File: src/rtl/recorder_sample_scheduler_if.sv
// Handshake bundle between sensor requesters, the sample scheduler and the recorder write port.
interface recorder_sample_scheduler_if #(
  parameter int NUM_CH        = 4,
  parameter int DATA_WIDTH    = 32,
  parameter int PAYLOAD_WIDTH = 24
);
  logic                            enable;
  logic [NUM_CH-1:0]               req_valid;
  logic [NUM_CH*PAYLOAD_WIDTH-1:0] req_data;
  logic [NUM_CH-1:0]               req_ready;
  logic                            out_valid;
  logic [DATA_WIDTH-1:0]           out_data;
  logic                            out_ready;
  logic                            busy;

  modport master (
    output enable, req_valid, req_data, out_ready,
    input  req_ready, out_valid, out_data, busy
  );

  modport slave (
    input  enable, req_valid, req_data, out_ready,
    output req_ready, out_valid, out_data, busy
  );
endinterface

File: src/rtl/recorder_sample_scheduler.sv
// Round-robin scheduler sharing the recorder write port between NUM_CH sensor requesters.
// Optional macro PRIO_CH0_EN gives channel 0 strict priority over the round-robin group.
module recorder_sample_scheduler #(
  parameter int NUM_CH        = 4,
  parameter int DATA_WIDTH    = 32,
  parameter int PAYLOAD_WIDTH = 24
) (
  input  logic                       clk,
  input  logic                       rst,
  recorder_sample_scheduler_if.slave bus
);
  localparam int CH_W     = $clog2(NUM_CH);
  localparam int TS_WIDTH = DATA_WIDTH - PAYLOAD_WIDTH - CH_W;

  typedef enum logic [1:0] {
    ST_IDLE  = 2'd0,
    ST_RUN   = 2'd1,
    ST_DRAIN = 2'd2
  } state_t;

  state_t                   r_state;
  logic                     r_busy;
  logic                     r_out_valid;
  logic [DATA_WIDTH-1:0]    r_out_data;
  logic [CH_W-1:0]          r_rr_ptr;
  logic [TS_WIDTH-1:0]      r_ts;

  logic                     w_slot_free;
  logic                     w_grant_ok;
  logic                     w_xfer;
  logic                     w_upd_ptr;
  logic [CH_W:0]            w_pick;
  logic [CH_W-1:0]          w_win;
  logic [NUM_CH-1:0]        w_req_ready;
  logic [PAYLOAD_WIDTH-1:0] w_payload;

  // Returns {found, index} of the first set bit at or above ptr, wrapping.
  function automatic logic [CH_W:0] f_rr_pick(input logic [NUM_CH-1:0] valid,
                                              input logic [CH_W-1:0]   ptr);
    logic            found;
    logic [CH_W-1:0] idx;
    logic [CH_W-1:0] win;
    found = 1'b0;
    win   = '0;
    for (int k = 0; k < NUM_CH; k++) begin
      idx = ptr + CH_W'(k);
      if (!found && valid[idx]) begin
        found = 1'b1;
        win   = idx;
      end
    end
    return {found, win};
  endfunction

  // Winner selection and one-hot grant; a grant needs RUN, enable and a free output slot
  always_comb begin
    w_slot_free = !r_out_valid || bus.out_ready;
    w_grant_ok  = (r_state == ST_RUN) && bus.enable && w_slot_free;
`ifdef PRIO_CH0_EN
    if (bus.req_valid[0]) begin
      w_pick    = {1'b1, {CH_W{1'b0}}};
      w_upd_ptr = 1'b0;
    end else begin
      w_pick    = f_rr_pick({bus.req_valid[NUM_CH-1:1], 1'b0}, r_rr_ptr);
      w_upd_ptr = 1'b1;
    end
`else
    w_pick    = f_rr_pick(bus.req_valid, r_rr_ptr);
    w_upd_ptr = 1'b1;
`endif
    w_win       = w_pick[CH_W-1:0];
    w_xfer      = w_grant_ok && w_pick[CH_W];
    w_payload   = bus.req_data[int'(w_win)*PAYLOAD_WIDTH +: PAYLOAD_WIDTH];
    w_req_ready = '0;
    if (w_xfer) begin
      w_req_ready[w_win] = 1'b1;
    end else begin
      w_req_ready = '0;
    end
  end

  // Mode FSM, timestamp, round-robin pointer and the one-entry output stage
  always_ff @(posedge clk or posedge rst) begin
    if (rst) begin
      r_state     <= ST_IDLE;
      r_busy      <= 1'b0;
      r_out_valid <= 1'b0;
      r_out_data  <= '0;
      r_rr_ptr    <= '0;
      r_ts        <= '0;
    end else begin
      case (r_state)
        ST_IDLE: begin
          if (bus.enable) begin
            r_state <= ST_RUN;
            r_busy  <= 1'b1;
            r_ts    <= '0;
          end else begin
            r_state <= ST_IDLE;
            r_busy  <= 1'b0;
          end
        end
        ST_RUN: begin
          r_ts <= r_ts + TS_WIDTH'(1);
          if (bus.enable) begin
            r_state <= ST_RUN;
            r_busy  <= 1'b1;
          end else if (r_out_valid && !bus.out_ready) begin
            r_state <= ST_DRAIN;
            r_busy  <= 1'b1;
          end else begin
            r_state <= ST_IDLE;
            r_busy  <= 1'b0;
          end
        end
        // Timestamp is frozen here; only a fresh IDLE->RUN restarts it
        ST_DRAIN: begin
          if (bus.enable) begin
            r_state <= ST_RUN;
            r_busy  <= 1'b1;
          end else if (bus.out_ready) begin
            r_state <= ST_IDLE;
            r_busy  <= 1'b0;
          end else begin
            r_state <= ST_DRAIN;
            r_busy  <= 1'b1;
          end
        end
        default: begin
          r_state <= ST_IDLE;
          r_busy  <= 1'b0;
        end
      endcase

      if (w_xfer) begin
        r_out_valid <= 1'b1;
        r_out_data  <= {w_win, r_ts, w_payload};
        if (w_upd_ptr) begin
          r_rr_ptr <= w_win + CH_W'(1);
        end
      end else if (bus.out_ready) begin
        r_out_valid <= 1'b0;
      end
    end
  end

  assign bus.req_ready = w_req_ready;
  assign bus.out_valid = r_out_valid;
  assign bus.out_data  = r_out_data;
  assign bus.busy      = r_busy;
endmodule

File: src/flat_wrapper.sv
// flat-port wrapper written by rule: the top's interface ports become plain ports
module recorder_sample_scheduler_flat 
#(
  parameter int NUM_CH        = 4,
  parameter int DATA_WIDTH    = 32,
  parameter int PAYLOAD_WIDTH = 24
)
  (clk, rst, bus_enable, bus_req_valid, bus_req_data, bus_out_ready, bus_req_ready, bus_out_valid, bus_out_data, bus_busy);
  recorder_sample_scheduler_if #(.NUM_CH(NUM_CH), .DATA_WIDTH(DATA_WIDTH), .PAYLOAD_WIDTH(PAYLOAD_WIDTH)) bus_i ();
  input  logic clk;
  input  logic rst;
  input wire logic [$bits(bus_i.enable)-1:0] bus_enable;
  input wire logic [$bits(bus_i.req_valid)-1:0] bus_req_valid;
  input wire logic [$bits(bus_i.req_data)-1:0] bus_req_data;
  input wire logic [$bits(bus_i.out_ready)-1:0] bus_out_ready;
  output wire logic [$bits(bus_i.req_ready)-1:0] bus_req_ready;
  output wire logic [$bits(bus_i.out_valid)-1:0] bus_out_valid;
  output wire logic [$bits(bus_i.out_data)-1:0] bus_out_data;
  output wire logic [$bits(bus_i.busy)-1:0] bus_busy;
  assign bus_i.enable = bus_enable;
  assign bus_i.req_valid = bus_req_valid;
  assign bus_i.req_data = bus_req_data;
  assign bus_i.out_ready = bus_out_ready;
  assign bus_req_ready = bus_i.req_ready;
  assign bus_out_valid = bus_i.out_valid;
  assign bus_out_data = bus_i.out_data;
  assign bus_busy = bus_i.busy;
  recorder_sample_scheduler #(.NUM_CH(NUM_CH), .DATA_WIDTH(DATA_WIDTH), .PAYLOAD_WIDTH(PAYLOAD_WIDTH)) u_core (.clk(clk), .rst(rst), .bus(bus_i));
endmodule
File: config.mk
export PLATFORM = sky130hd
export DESIGN_NAME = recorder_sample_scheduler_flat
export DESIGN_NICKNAME = d
export VERILOG_FILES = /design/src/rtl/recorder_sample_scheduler_if.sv /design/src/rtl/recorder_sample_scheduler.sv /design/src/flat_wrapper.sv
export SDC_FILE = /design/constraint.sdc
export NUM_CORES = 1
export LEC_CHECK = 0
export CORE_UTILIZATION = 36
export DETAILED_ROUTE_END_ITERATION = 10
export PLACE_DENSITY = 0.78
export SLEW_MARGIN = 25
export SYNTH_ARGS = -nofsm -noshare
export SYNTH_HDL_FRONTEND = slang
export SYNTH_SLANG_ARGS = --single-unit
export TNS_END_PERCENT = 5
File: constraint.sdc
create_clock -name clk -period 2.39 [get_ports clk]
set_clock_uncertainty 0.1 [all_clocks]
set_input_delay 0.5975 -clock clk [delete_from_list [all_inputs] [get_ports clk]]
set_output_delay 0.5975 -clock clk [all_outputs]
set_load 0.02 [all_outputs]
==> run summary <==
The checks that failed: negative setup slack. The mean area per synthesized cell is 8.95 um^2. The quantity of I/O buffers inserted on ports came out at 141. The maximum fanout along the worst path is 5.

The layout filler cell count came out at 581. In this run the tightest slew margin relative to its limit is 69.8%. STA classifies the critical path startpoint as an input port. TritonCTS built the clock tree.

The total routed wirelength is 9910 um. The buffer cell driving the clock tree root is sky130_fd_sc_hd__clkbuf_8. The flow ran to the end, but the final reports show violations.

The aggregate global-route resource usage is 26.2%. The post-synthesis cell area is 2630 um^2. For this design the static power due to leakage is 1.87 nW. The count of unique library cells instantiated by Yosys is 40.

The design draws 3.90 mW. The top cell type's share of synthesized area is 41.8%. The number of global-route vias before repair is 2999. The initial DRC count is 150. Clock-pin slew was measured on the worst setup and hold paths at 0.08 ns. The post-route netlist has 17.2% of its cells at a drive strength greater than 1.

The path depth of the worst reg2reg path is 8. The post-detailed-route via-to-cell ratio is 5.50. The combined area of the multi-input logic cells came out at 1440 um^2. The startpoint identified for the worst register-to-register timing path is u_core.r_rr_ptr[1]$_DFFE_PP0P_. The die area is 7660 um^2. At the pin with the least slew margin, the transition time is 0.453 ns.

Power spread over the standard cell area amounts to 854 nW/um^2. The I/O pin total is 142. Setup repair after global routing could not meet its margin everywhere. Per report_power, the combinational group accounts for 52.9% of the total.

The Yosys step of the flow raised 0 warnings. Entering global routing, the biggest net connects 44 pins. The via total after detailed routing came out at 3048. The fmax is 0.415 GHz. The floorplan row count is 30. The hold buffer count at cts came out at 0. From synthesis to final layout, the design area changed by 73.6%. The first global-routing pass estimated 15400 um of wire.

The type of the tightest min-delay check is reg -> reg. The critical register-to-register path endpoint is u_core.bus.out_data[8]$_DFFE_PP0P_. After layout, the minimum clock period comes to 2.41 ns. The cell-internal power is 2.42 mW. For this run, the register share of the synthesized area comes to 41.8%. The max-cap violation count came out at 0. The startpoint identified for the worst hold timing path is u_core.bus.out_data[26]$_DFFE_PP0P_. The synthesized netlist net count came out at 403.

Measured along the y axis, the die boundary spans 87.5 um. The count of nets left with antenna violations once routing finished came out at 0. Once routing completed, OpenROAD measured the worst setup slack at -0.0180 ns. The count of flip-flops with a built-in enable after synthesis came out at 0.

In this run the standard cell core region covers 6940 um^2. The diode insertion count for antenna repair came out at 0. The maximum level of the CTS H-tree is 2. The post-route DRC violation count is 0. The fraction of the cycle the final worst path needs came out at 101%.

The switching power summed over all nets came out at 1.48 mW. The number of iterations in the first detailed-routing pass came out at 4. The end point of the worst hold path is u_core.bus.out_data[26]$_DFFE_PP0P_.

The number of hold violations in the final report came out at 0. The type of destination of the critical path is an output port. The routability-driven placement congestion ratio is 0.839. The width of the die came out at 87.5 um. The number of storage elements in the synthesis netlist came out at 44. Data on the critical path is required at its endpoint by 1.69 ns.

The switching power share of the total came out at 37.9%. The total CTS buffers came out at 5. Summed over all nets, the half-perimeter wirelength after detailed placement is 7280 um. The synthesized design spends more area on one cell type than any other, namely sky130_fd_sc_hd__dfrtp_1. Global routing finished with a remaining overflow of 0. Yosys attributes the largest share of cell area to sky130_fd_sc_hd__dfrtp_1 (42%), sky130_fd_sc_hd__a221oi_1 (7.7%), sky130_fd_sc_hd__nand3b_1 (6.8%), sky130_fd_sc_hd__a31oi_1 (5.7%), sky130_fd_sc_hd__nand3_1 (5.5%). In the final routed layout, each cell accounts on average for 17.9 um. The clock latency at the later pin of the worst-skew pair is 0.29 ns.

The worst path arrival time is 1.71 ns. Counting flops with an async set or reset pin after synthesis yields a share of 100%. Setup violations remaining at the end of the flow were counted as 2. The cell count after synthesis came out at 294. The most common cell in the synthesized netlist is sky130_fd_sc_hd__dfrtp_1.

In this run the deepest clock path goes through 2 buffers. The cell count of the worst hold path is 2. The area taken by flip-flops and latches came out at 1100 um^2. The part of the power in the clock network came out at 17.1%. The register-to-register setup slack came out at 0.19 ns.

The leading register cell type out of synthesis is sky130_fd_sc_hd__dfrtp_1. After synthesis, the most frequently instantiated cells are sky130_fd_sc_hd__dfrtp_1 (44), sky130_fd_sc_hd__nor2_1 (31), sky130_fd_sc_hd__nand3_1 (29). The number of sinks handled by clock tree synthesis came out at 44. The initial core utilization came out at 37.9%. The worst-case IR drop observed on VDD is 0.403 mV. Sequential cells account for 29.9% of the total power. Prior to clock tree synthesis, the placed netlist has a worst setup slack of -1.07 ns. The max-slew violation count came out at 0. The critical path is of the in -> out type. The number of antenna violations at the first check in global routing is 0. The number of nets in the final layout is 567.
[how the worst max path moves through the flow]
stage | startpoint | to
6_report | bus_req_valid[1] | bus_req_ready[3]
3_5_place_dp | bus_req_valid[3] | bus_req_ready[3]
4_1_cts | bus_req_valid[3] | bus_req_ready[3]
5_1_grt | u_core.r_rr_ptr[1]$_DFFE_PP0P_ | bus_req_ready[1]
3_3_place_gp | bus_req_valid[3] | bus_req_ready[3]
2_1_floorplan | bus_req_valid[2] | bus_req_ready[2]
[area by class of cell]
type                       count  area share (%)
clock inverter                 2            1.31
sequential                    44            24.2
clock buffer                   5            1.51
multi-input combinational    216            31.4
inverter                       9           0.740
tap                           96            2.63
timing repair buffer         182            38.2
[per-layer routing]
metal / global-route usage [%] / wire length [um] / up-vias
met1: 33.1 / 4020 / 1515
met5: 0 / 0 / -
met2: 45.7 / 5110 / 104
met4: 6.71 / 182 / 0
met3: 4.83 / 606 / 16
li1: - / - / 1413
[sequential cells by signal, indices dropped and copies added, names as in the netlist]
name	cells
u_core.bus.out_data	32
u_core.bus.out_valid	1
u_core.r_ts	6
u_core.r_state	2
u_core.bus.busy	1
u_core.r_rr_ptr	2
[through the flow]
| step | TNS (ns) | hold WS (ns) | cells | area [um^2] | util, % |
|---|---|---|---|---|---|
| after floorplan | -0.105 | 0.356 | 294 | 2690 | - |
| after global placement | -15.31 | 0.362 | 537 | 4310 | 62.0 |
| after detailed placement | -17.07 | 0.366 | 537 | 4310 | 62.0 |
| after CTS | -0.0129 | 0.387 | 551 | 4510 | 65.0 |
| after global routing | -0.194 | 0.408 | 554 | 4570 | 65.8 |
| final | -0.0199 | 0.384 | 554 | 4570 | 65.8 |
[kinds of logic (layout without fill, tap and decap cells)]
kind of cell,count (synthesis),count (layout),share of synthesized area (%)
XOR/XNOR,2,2,0.666
AND/OR/NAND/NOR,131,131,25.8
adder cells (fa/ha/maj),5,5,2.38
multiplexers,2,2,0.761
buffers and inverters,34,198,6.66
AO/OA/AOI/OAI,76,76,21.9
flip-flops,44,44,41.8
[power by group through the flow]
stage          sequential, mW  clock, mW  combinational [mW]
3_5_place_dp             1.17          0                1.95
3_3_place_gp             1.16          0                1.90
2_1_floorplan            1.40          0               0.778
6_report                 1.17      0.668                2.07
5_1_grt                  1.20      0.718                2.21
4_1_cts                  1.16      0.679                2.01
[worst max-delay path, cell delays in order]
cell,delay [ns]
sky130_fd_sc_hd__buf_6,0.10
sky130_fd_sc_hd__or3_4,0.40
sky130_fd_sc_hd__o211ai_4,0.21
sky130_fd_sc_hd__a21oi_4,0.08
sky130_fd_sc_hd__and3_4,0.20
sky130_fd_sc_hd__buf_6,0.13
[what timing repair did]
item	CTS	global route
resized for setup	55	10
pin swaps	9	9
endpoints found under the setup margin	31	4
setup buffers	7	3
[cell usage in the layout, fill, tap and decap left out, drive strengths merged]
| cell type | n |
|---|---|
| clkdlybuf4s50 | 131 |
| buf | 48 |
| dfrtp | 44 |
| nor2 | 31 |
| nand3 | 29 |
| nand2 | 27 |
| a221oi | 25 |
| nand3b | 24 |
| a31oi | 24 |
| o21ai | 11 |
| inv | 9 |
| ha | 5 |
| clkbuf | 5 |
| a21oi | 5 |
| and2 | 4 |
| nor2b | 4 |
| dlygate4sd2 | 3 |
| and3b | 2 |
| mux2i | 2 |
| nor3b | 2 |
| a22o | 2 |
| bufinv | 2 |
| a311oi | 2 |
| o211ai | 2 |
| nand2b | 2 |
| nor3 | 2 |
| and3 | 2 |
| o21a | 1 |
| or3 | 1 |
| xor2 | 1 |
| o221a | 1 |
| a211oi | 1 |
| o31a | 1 |
| nor4 | 1 |
| a32o | 1 |
| xnor2 | 1 |
(Power assumes the default switching activity.)
